File: src/rtl/instr_fetch_reg.sv
// Multicycle instruction fetch stage: owns the PC, issues one memory read per
// fetch_start, and latches the returned word into the IR with decoded fields.
module instr_fetch_reg #(
  parameter logic [31:0] RESET_PC = 32'h0000_0000,
  parameter int unsigned MAX_WAIT = 15
) (
  input  logic        clk,
  input  logic        rst_n,
  input  logic        fetch_start,
  input  logic        pc_load,
  input  logic [31:0] pc_next,
  output logic        mem_req,
  output logic [31:0] mem_addr,
  input  logic        mem_ack,
  input  logic [31:0] mem_rdata,
  output logic        busy,
  output logic        ir_valid,
  output logic        fetch_err,
  output logic [31:0] pc_out,
  output logic [5:0]  opcode,
  output logic [4:0]  rs,
  output logic [4:0]  rt,
  output logic [4:0]  rd,
  output logic [15:0] imm_16,
  output logic [25:0] target_26
);

  typedef enum logic {IDLE = 1'b0, REQ = 1'b1} state_t;

  // Abort fires on the MAX_WAIT-th unacknowledged REQ cycle.
  localparam logic [7:0] WAIT_LAST = 8'(MAX_WAIT - 1);

  state_t      state, state_nxt;
  logic [31:0] pc, ir, addr_q;
  logic        ir_vld_q, err_q;
  logic [7:0]  wait_cnt;
  logic        start, ack_hit, tmo;

  assign start   = (state == IDLE) && fetch_start;
  assign ack_hit = (state == REQ) && mem_ack;
  assign tmo     = (state == REQ) && !mem_ack && (wait_cnt == WAIT_LAST);

  always_ff @(posedge clk or negedge rst_n) begin
    if (!rst_n) state <= IDLE;
    else        state <= state_nxt;
  end

  always_comb begin
    state_nxt = state;
    case (state)
      IDLE:    if (fetch_start)      state_nxt = REQ;
      REQ:     if (mem_ack || tmo)   state_nxt = IDLE;
      default:                       state_nxt = IDLE;
    endcase
  end

  // Request and busy are both the registered REQ state, so reset drops them at once.
  always_comb begin
    mem_req = (state == REQ);
    busy    = (state == REQ);
  end

  always_ff @(posedge clk or negedge rst_n) begin
    if (!rst_n) begin
      pc       <= RESET_PC;
      ir       <= '0;
      addr_q   <= '0;
      ir_vld_q <= 1'b0;
      err_q    <= 1'b0;
      wait_cnt <= '0;
    end else begin
      if (start) begin
        addr_q   <= pc;
        ir_vld_q <= 1'b0;
        err_q    <= 1'b0;
        wait_cnt <= '0;
      end
      if (ack_hit) begin
        ir       <= mem_rdata;
        ir_vld_q <= 1'b1;
      end else if (state == REQ) begin
        wait_cnt <= wait_cnt + 8'd1;
        if (tmo) err_q <= 1'b1;
      end
      // A branch/jump load overrides the sequential PC+4 of a completing fetch.
      if (pc_load)      pc <= pc_next & 32'hFFFF_FFFC;
      else if (ack_hit) pc <= addr_q + 32'd4;
    end
  end

  assign mem_addr  = addr_q;
  assign ir_valid  = ir_vld_q;
  assign fetch_err = err_q;
  assign pc_out    = pc;
  assign opcode    = ir[31:26];
  assign rs        = ir[25:21];
  assign rt        = ir[20:16];
  assign rd        = ir[15:11];
  assign imm_16    = ir[15:0];
  assign target_26 = ir[25:0];

endmodule

File: config.mk
export PLATFORM = sky130hd
export DESIGN_NAME = instr_fetch_reg
export DESIGN_NICKNAME = d
export VERILOG_FILES = /design/src/rtl/instr_fetch_reg.sv
export SDC_FILE = /design/constraint.sdc
export NUM_CORES = 1
export LEC_CHECK = 0
export CAP_MARGIN = 30
export CORE_MARGIN = 2
export CORE_UTILIZATION = 44
export DETAILED_ROUTE_END_ITERATION = 12
export MAX_ROUTING_LAYER = met4
export PLACE_DENSITY_LB_ADDON = 0.05
export SKIP_CTS_REPAIR_TIMING = 1
export SLEW_MARGIN = 20
export SYNTH_ARGS = -nofsm -noshare
export SYNTH_HDL_FRONTEND = slang
export SYNTH_SLANG_ARGS = --single-unit
export TNS_END_PERCENT = 10
File: constraint.sdc
create_clock -name clk -period 1.86 [get_ports clk]
set_input_delay 0.372 -clock clk [delete_from_list [all_inputs] [get_ports clk]]
set_output_delay 0.372 -clock clk [all_outputs]
set_load 0.01 [all_outputs]
# --- Word level (Yosys, flattened, before mapping) ---
# Cells that the tools add are included.
classes:
  n_addsub: 2
  n_eq_ne: 1
  muxes: 14
  n_bitwise: 1
  n_reduce_logical: 8
op_table:
  columns: ["op", "count"]
  rows:
  - ["$mux W32", 2]
  - ["$add A32 B3 Y32 const B", 1]
  - ["$mux W8", 3]
  - ["$add A8 B1 Y8 const B", 1]
  - ["$eq A8 B4 Y1 const B", 1]
  - ["$mux W1", 8]
  - ["$logic_and A1 B1 Y1", 4]
  - ["$reduce_bool A2 Y1", 2]
  - ["$pmux W1 S2", 1]
  - ["$logic_not A1 Y1", 1]
  - ["$logic_or A1 B1 Y1", 1]
  - ["$not A1 Y1", 1]
word_totals:
  regBits: 107
  input_bits: 69
  output_inout_bits: 131
  word_cells: 33

# --- Logic depth before layout (Yosys ltp) ---
# Gate-level depths: netlist (run 1).
logic_depth:
  depth_word: 6
  depth_mapped: 6
  mapped_depth_nobuf: 6

# --- Least setup slack after synthesis (run 1) ---
# Ideal clock, no wire load.
synth_timing:
  path_type: "register to register"
  from: "register addr_q[10], in the netlist mem_addr[10]"
  to: "register pc[19], in the netlist pc_out[19]"
  setup_time_ns: 0.069
  arrival_ns: 1.606
  required_time_ns: 1.791
  path_slack_ns: 0.185
  stages_incl_launch_ff: 6
  path_cell_list: "dfrtp_1 > nand4_4 > nor3_4 > nand3_2 > or4_1 > nand3_1"
synth_between:
  elab_chain_len: 3
synth_rtl:
  columns: ["element", "line_no", "source"]
  rows:
  - ["from (decl)", "34", "logic [31:0] pc, ir, addr_q;"]
  - ["from (signal assigned)", "73", "addr_q <= pc;"]
  - ["$add A32 B3 Y32", "87", "else if (ack_hit) pc <= addr_q + 32'd4;"]
  - ["$mux W32", "87", null]
  - ["$mux W32", "86", "if (pc_load) pc <= pc_next & 32'hFFFF_FFFC;"]
  - ["to (signal assigned)", "86", null]
  - ["to (signal assigned)", "87", null]
  - ["to (decl)", "34", null]
# Every way passes these cells. The select of a mux whose other input is x is not followed.
# A chain may end at the register's enable or synchronous reset.

# --- Worst setup path after layout (run 1) ---
layout_timing:
  from: "register addr_q[11], in the netlist mem_addr[11]"
  to: "output port mem_addr[11]"
layout_lines:
  columns: ["element", "line_no", "source"]
  rows:
  - ["to (decl)", "13", "output logic [31:0] mem_addr,"]
# No word-level cell between the ends.

==> results of run 1 <==
==> cell type report <==
cell class	count	share of cell area
clock inverters	6	0.01038
multi-input cells	421	0.2763
flip-flops and latches	107	0.3472
inverters	3	0.001460
repair buffers	241	0.3118
clock buffers	10	0.02969
well taps	143	0.02320
==> cell families after synthesis <==
logic type / after synthesis / share of synthesized area
compound gates: 61 / 0.07076
xor+xnor: 22 / 0.03731
fa+ha+maj: 3 / 0.007270
buf+inv: 64 / 0.07003
flops: 107 / 0.5185
mux: 6 / 0.01163
simple gates: 329 / 0.2845
==> cell usage after synthesis, drive strengths merged <==
library cell  count
mux2i             6
and2              1
a2111oi           1
nand4            11
nor2b             2
inv               3
nor3b            10
or4               1
dfrtp           107
nand2           239
nand3            19
nor2             18
o31ai             3
a31oi             3
xor2             18
o221ai            9
a21oi            19
buf              37
nand2b            3
ha                3
a22o              1
nor3             10
and4              2
or3               1
o21a              1
and3              3
clkbuf           24
nand4b            4
nand3b            1
o21ai            22
xnor2             4
nor4              4
o211ai            2
==> cell usage in the layout (no fill, tap or decap), types with 2 or more instances in the layout <==
master,count
dfrtp_1,107
mux2i_1,6
clkdlybuf4s50_1,191
a31oi_1,3
and3_1,2
o31ai_1,3
o211ai_1,2
nor4_1,3
dlymetal6s2s_1,4
nor2_1,17
nand4_1,10
xnor2_1,4
nand2b_1,3
buf_4,37
and4_1,2
nand2_1,238
nand3_2,3
clkinv_2,4
o221ai_1,9
a21oi_1,19
nand3_1,16
buf_12,8
bufinv_16,2
nor3_1,9
nor3b_1,10
o21ai_0,22
nand4b_1,4
inv_1,3
ha_1,3
clkbuf_16,9
xor2_1,18
==> metrics by stage <==
step,instance area (µm²),hold WS [ns],setup slack [ns],util
floorplan,5164,0.07641,0.1850,-
global placement,7393,0.3614,0.09177,0.6475
detailed placement,7393,0.3661,0.06959,0.6475
CTS,7702,-0.004345,-0.006884,0.6746
global route,7712,0.02132,0.005522,0.6754
finish,7712,-0.01399,0.04713,0.6754
==> flip-flops by register name (all words and copies together), names as in the netlist <==
name       cells
ir            32
mem_addr      32
pc_out        32
wait_cnt       8
busy           1
fetch_err      1
ir_valid       1
==> worst paths after layout <==
kind                              startpoint           end  slack (ns)  cells after the start
worst max-delay path            mem_addr[11]  mem_addr[11]        0.05                      2
worst min-delay path                   rst_n   wait_cnt[6]       -0.01                      1
worst max register to register  mem_addr[10]    pc_out[17]        0.19                      6
worst min register to register        ir[30]        ir[30]        0.48                      2
max in group asynchronous              rst_n        ir[29]        1.33                      2
min in group clk                      ir[30]        ir[30]        0.48                      2
==> power groups by stage <==
stage               clock network, mW  registers, mW  logic (mW)
CTS                              2.04           3.14        2.79
finish                           2.00           3.14        2.76
global placement                    0           3.16        2.74
global route                     2.12           3.21        2.99
detailed placement                  0           3.18        2.78
floorplan                           0           3.38       0.971
==> worst register-to-register path, stage by stage (launching register included) <==
cell	delay (ns)
dfrtp_1	0.39
buf_4	0.16
nand3_1	0.07
nor4_1	0.45
nand2_1	0.13
xor2_1	0.18
o221ai_1	0.15
==> routing by layer <==
metal,share of wire,vias to the layer above,wire (µm),global-route usage
met4,0.020,0,295,0.08537
met1,0.43,2365,6282,0.3149
met2,0.50,173,7322,0.4076
met3,0.056,19,830,0.03834
li1,-,2302,-,-
met5,0,-,0,-
==> impl_metrics.py, run 1 <==
metrics = {
    "power": {
        "swShare": 0.3093,
        "p_switching_mw": 2.442,
        "p_per_area_nw_per_um2": 1024,
        "power.internal_mw": 5.453,
        "combPwrFrac": 0.349,
        "p_leak_nw": 3.547,
        "power_mw": 7.894,
        "pwr-share-seq": 0.398,
        "pwr-share-clk": 0.253,
        "vdd_drop_max_v": 0.0005171,
    },
    "cells_and_area": {
        "nFillCells": 984,
        "multi_input_area_um2": 2131,
        "ff_latch_area_um2": 2678,
        "diodes": 0,
        "fin_nets": 855,
        "finalNonFillerCells": 931,
        "area_growth_pct": 49.36,
        "post_route_cells_drive_above_1_share": 0.09137,
    },
    "floorplanning": {
        "die_x_um": 112.3,
        "core_area_um2": 11420,
        "initial_core_util": 0.4522,
        "dieArea_um2": 12620,
        "rows": 39,
        "ios": 200,
        "die_h_um": 112.3,
    },
    "route": {
        "drt-pass1-iter-count": 7,
        "drtIter0Drc": 317,
        "wl_per_cell_um": 15.82,
        "post-route-drc-count": 0,
        "routed_wl_um": 14730,
        "vias": 4859,
        "ant_nets": 0,
        "vias_per_cell": 5.219,
    },
    "yosys": {
        "synth-seq-cells": 107,
        "synth_area_um2": 5164,
        "syn_inst": 592,
        "avgSynthCellArea_um2": 8.722,
        "netlist_top_cells_area": "dfrtp_1, nand2_1, buf_4",
        "yosysTopAreaCell": "dfrtp_1",
        "ys_seq_area_frac": 0.5185,
        "synth_nets": 664,
        "synth_top_area_share": 0.5185,
        "yosys.cell_types.count": 41,
        "ys_warn_count": 0,
    },
    "cts": {
        "clk_pin_slew_ns": 0.07,
        "cts_htree_levels": 3,
        "cts_num_sinks": 107,
        "cts_tree": "built",
        "insertion_delay_ns": 0.34,
        "cts_buffers": 9,
        "root_buffer": "clkbuf_16",
        "cts_buffer_depth": 2,
    },
    "setup_path": {
        "path_delay_family": "buffers and inverters",
        "cp_cell_sequence": "buf_4 > clkdlybuf4s50_1",
        "worstSetupEndpointType": "primary output",
        "crit_arrival_ns": 1.44,
        "path_buf_inv": 2,
        "critPathKind": "flop to primary output",
        "cp_max_fo": 5,
        "crit_slowest_cell": "clkdlybuf4s50_1",
        "cpPeakStageDelay_ns": 0.56,
        "start_kind": "flop",
        "cp_data_required_time_ns": 1.49,
    },
    "place": {
        "place_hpwl_um": 10800,
        "dp_cells": 915,
        "port_buffers": 197,
        "place_congestion": 0.8440,
    },
    "sta": {
        "setup_viol": 0,
        "period_minus_slack_ns": 1.813,
        "max_freq_mhz": 551.6,
        "hold_ws_ns": -0.01399,
        "fin_setup_tns_ns": 0,
        "slew_violations": 0,
        "worst_pin_slew_ns": 0.4947,
        "finClkSkew_ns": 0.006586,
        "rsz0062_at_grt": "false",
        "slew-limit-headroom": 0.6702,
        "finalHoldViolCount": 14,
        "finalCritPeriodShare": 0.9747,
    },
    "grt": {
        "grt_pass1_vias": 4925,
        "grt_max_degree": 35,
        "grtUsageTotal": 0.2478,
        "grt_pass1_wl_um": 24600,
        "overflow": 0,
        "antenna_found_initial": 0,
    },
    "hold_path": {
        "hp-class": "input port to asynchronous set/reset pin",
    },
    "outcome": {
        "violations": "negative hold slack",
        "status": "complete, but fails checks",
    },
    "run": {
        "maxCapViolCount": 0,
    },
}
No activity file was read; power rests on OpenSTA's default activity.
==> inputs of run 2 (changes only) <==
--- a/config.mk
+++ b/config.mk
@@ -7,7 +7,7 @@
 export LEC_CHECK = 0
 export CAP_MARGIN = 30
 export CORE_MARGIN = 2
-export CORE_UTILIZATION = 44
+export CORE_UTILIZATION = 40
 export DETAILED_ROUTE_END_ITERATION = 12
 export MAX_ROUTING_LAYER = met4
 export PLACE_DENSITY_LB_ADDON = 0.05
==> impl_metrics.py, run 2 (synthesis gave the netlist of run 1 again) <==
metrics = {
    "outcome": {
        "status": "finished clean",
    },
    "cts": {
        "cts_buffers": 9,
        "root_buffer": "clkbuf_16",
        "cts_buffer_depth": 2,
        "cts_htree_levels": 3,
        "clk_pin_slew_ns": 0.07,
        "cts_num_sinks": 107,
        "cts_tree": "built",
        "insertion_delay_ns": 0.35,
    },
    "cells_and_area": {
        "nFillCells": 1131,
        "layout_common_cells": "nand2_1, clkdlybuf4s50_1, dfrtp_1",
        "post_route_cells_drive_above_1_share": 0.09620,
        "fin_nets": 857,
        "diodes": 0,
        "area_growth_pct": 49.84,
        "final_common_cell": "nand2_1",
        "finalNonFillerCells": 962,
        "multi_input_area_um2": 2138,
        "ff_latch_area_um2": 2680,
    },
    "floorplanning": {
        "dieArea_um2": 13830,
        "rows": 41,
        "die_x_um": 117.6,
        "core_area_um2": 12620,
        "die_h_um": 117.6,
        "ios": 200,
        "initial_core_util": 0.4092,
    },
    "route": {
        "post-route-drc-count": 0,
        "drt-pass1-iter-count": 4,
        "routed_wl_um": 14810,
        "vias_per_cell": 4.950,
        "vias": 4762,
        "wl_per_cell_um": 15.39,
        "ant_nets": 0,
        "drtIter0Drc": 180,
    },
    "sta": {
        "finalCritPeriodShare": 0.9752,
        "slew_violations": 0,
        "rsz0062_at_grt": "false",
        "worst_pin_slew_ns": 0.5216,
        "setup_viol": 0,
        "max_freq_mhz": 551.3,
        "fin_setup_tns_ns": 0,
        "setup_ws_ns": 0.04606,
        "finalHoldViolCount": 0,
        "finClkSkew_ns": 0.007301,
        "period_minus_slack_ns": 1.814,
        "slew-limit-headroom": 0.6523,
    },
    "setup_path": {
        "worstSetupEndpointType": "primary output",
        "reg2regPathDepth": 6,
        "cp_data_required_time_ns": 1.49,
        "critPathKind": "flop to primary output",
        "start_kind": "flop",
        "cp_max_fo": 4,
        "crit_arrival_ns": 1.44,
    },
    "grt": {
        "antenna_found_initial": 0,
        "grt_max_degree": 47,
        "overflow": 0,
        "grt_pass1_vias": 4786,
        "grtUsageTotal": 0.2232,
        "grt_pass1_wl_um": 24290,
    },
    "power": {
        "p_per_area_nw_per_um2": 1021,
        "vdd_drop_max_v": 0.0004883,
        "p_leak_nw": 3.519,
    },
    "place": {
        "dp_cells": 945,
        "port_buffers": 197,
        "place_hpwl_um": 10920,
        "pre_cts_ws_ns": 0.05033,
        "place_congestion": 0.8001,
    },
    "hold_path": {
        "hp-class": "flop to flop",
        "min_path_cells": 1,
    },
    "run": {
        "maxCapViolCount": 0,
    },
}
[run 2: changes by cell type in the layout (fill, tap and decap cells not counted), moves of 2 or more]
cell      before  now
buf_12         8    5
dfrtp_1      107  105
buf_4         37   41
dfrtp_2        0    2
clkinv_2       4    2
[run 2: final cells by class]
| class | count | area share |
|---|---|---|
| inverters | 3 | 0.001455 |
| well taps | 172 | 0.02781 |
| multi-input cells | 421 | 0.2764 |
| clock inverters | 5 | 0.01003 |
| clock buffers | 11 | 0.03008 |
| flip-flops and latches | 107 | 0.3464 |
| repair buffers | 243 | 0.3079 |
[run 2: routing by layer]
| layer | track usage | vias to the layer above | wire length [µm] |
|---|---|---|---|
| met2 | 0.3681 | 151 | 7170 |
| li1 | - | 2304 | - |
| met4 | 0.07681 | 0 | 246 |
| met5 | - | - | 0 |
| met1 | 0.2838 | 2291 | 6713 |
| met3 | 0.03052 | 16 | 675 |
[run 2: stage by stage]
step                      area, µm²  hold slack [ns]  power [mW]  utilization
after floorplan                5164          0.07641       4.351            -
after global placement         7400           0.3327       5.884       0.5864
after detailed placement       7400           0.3415       5.937       0.5864
after CTS                      7710         -0.03946       7.993       0.6109
after global routing           7737           0.4958       8.334       0.6131
final                          7737           0.4801       7.901       0.6131
[run 2: final timing paths]
| check | from | to | slack (ns) |
|---|---|---|---|
| setup / recovery | mem_addr[13] | mem_addr[13] | 0.05 |
| hold / removal | wait_cnt[7] | wait_cnt[7] | 0.48 |
| setup reg to reg | mem_addr[3] | pc_out[12] | 0.15 |
| hold reg to reg | wait_cnt[7] | wait_cnt[7] | 0.48 |
| max in group asynchronous | rst_n | mem_addr[25] | 0.75 |
| min in group asynchronous | rst_n | wait_cnt[6] | 0.50 |
[run 2: critical path, cell delays in order (launching register included)]
cell	delay, ns
dfrtp_1	0.39
buf_4	0.16
clkdlybuf4s50_1	0.56
[run 2: report_power, final]
part,total (mW),switching (mW),leakage [nW],internal [mW]
combinational,2.74,1.21,2.02,1.53
clock,2.03,0.848,0.150,1.18
sequential,3.14,0.390,1.34,2.75
total,7.90,2.45,3.52,5.45
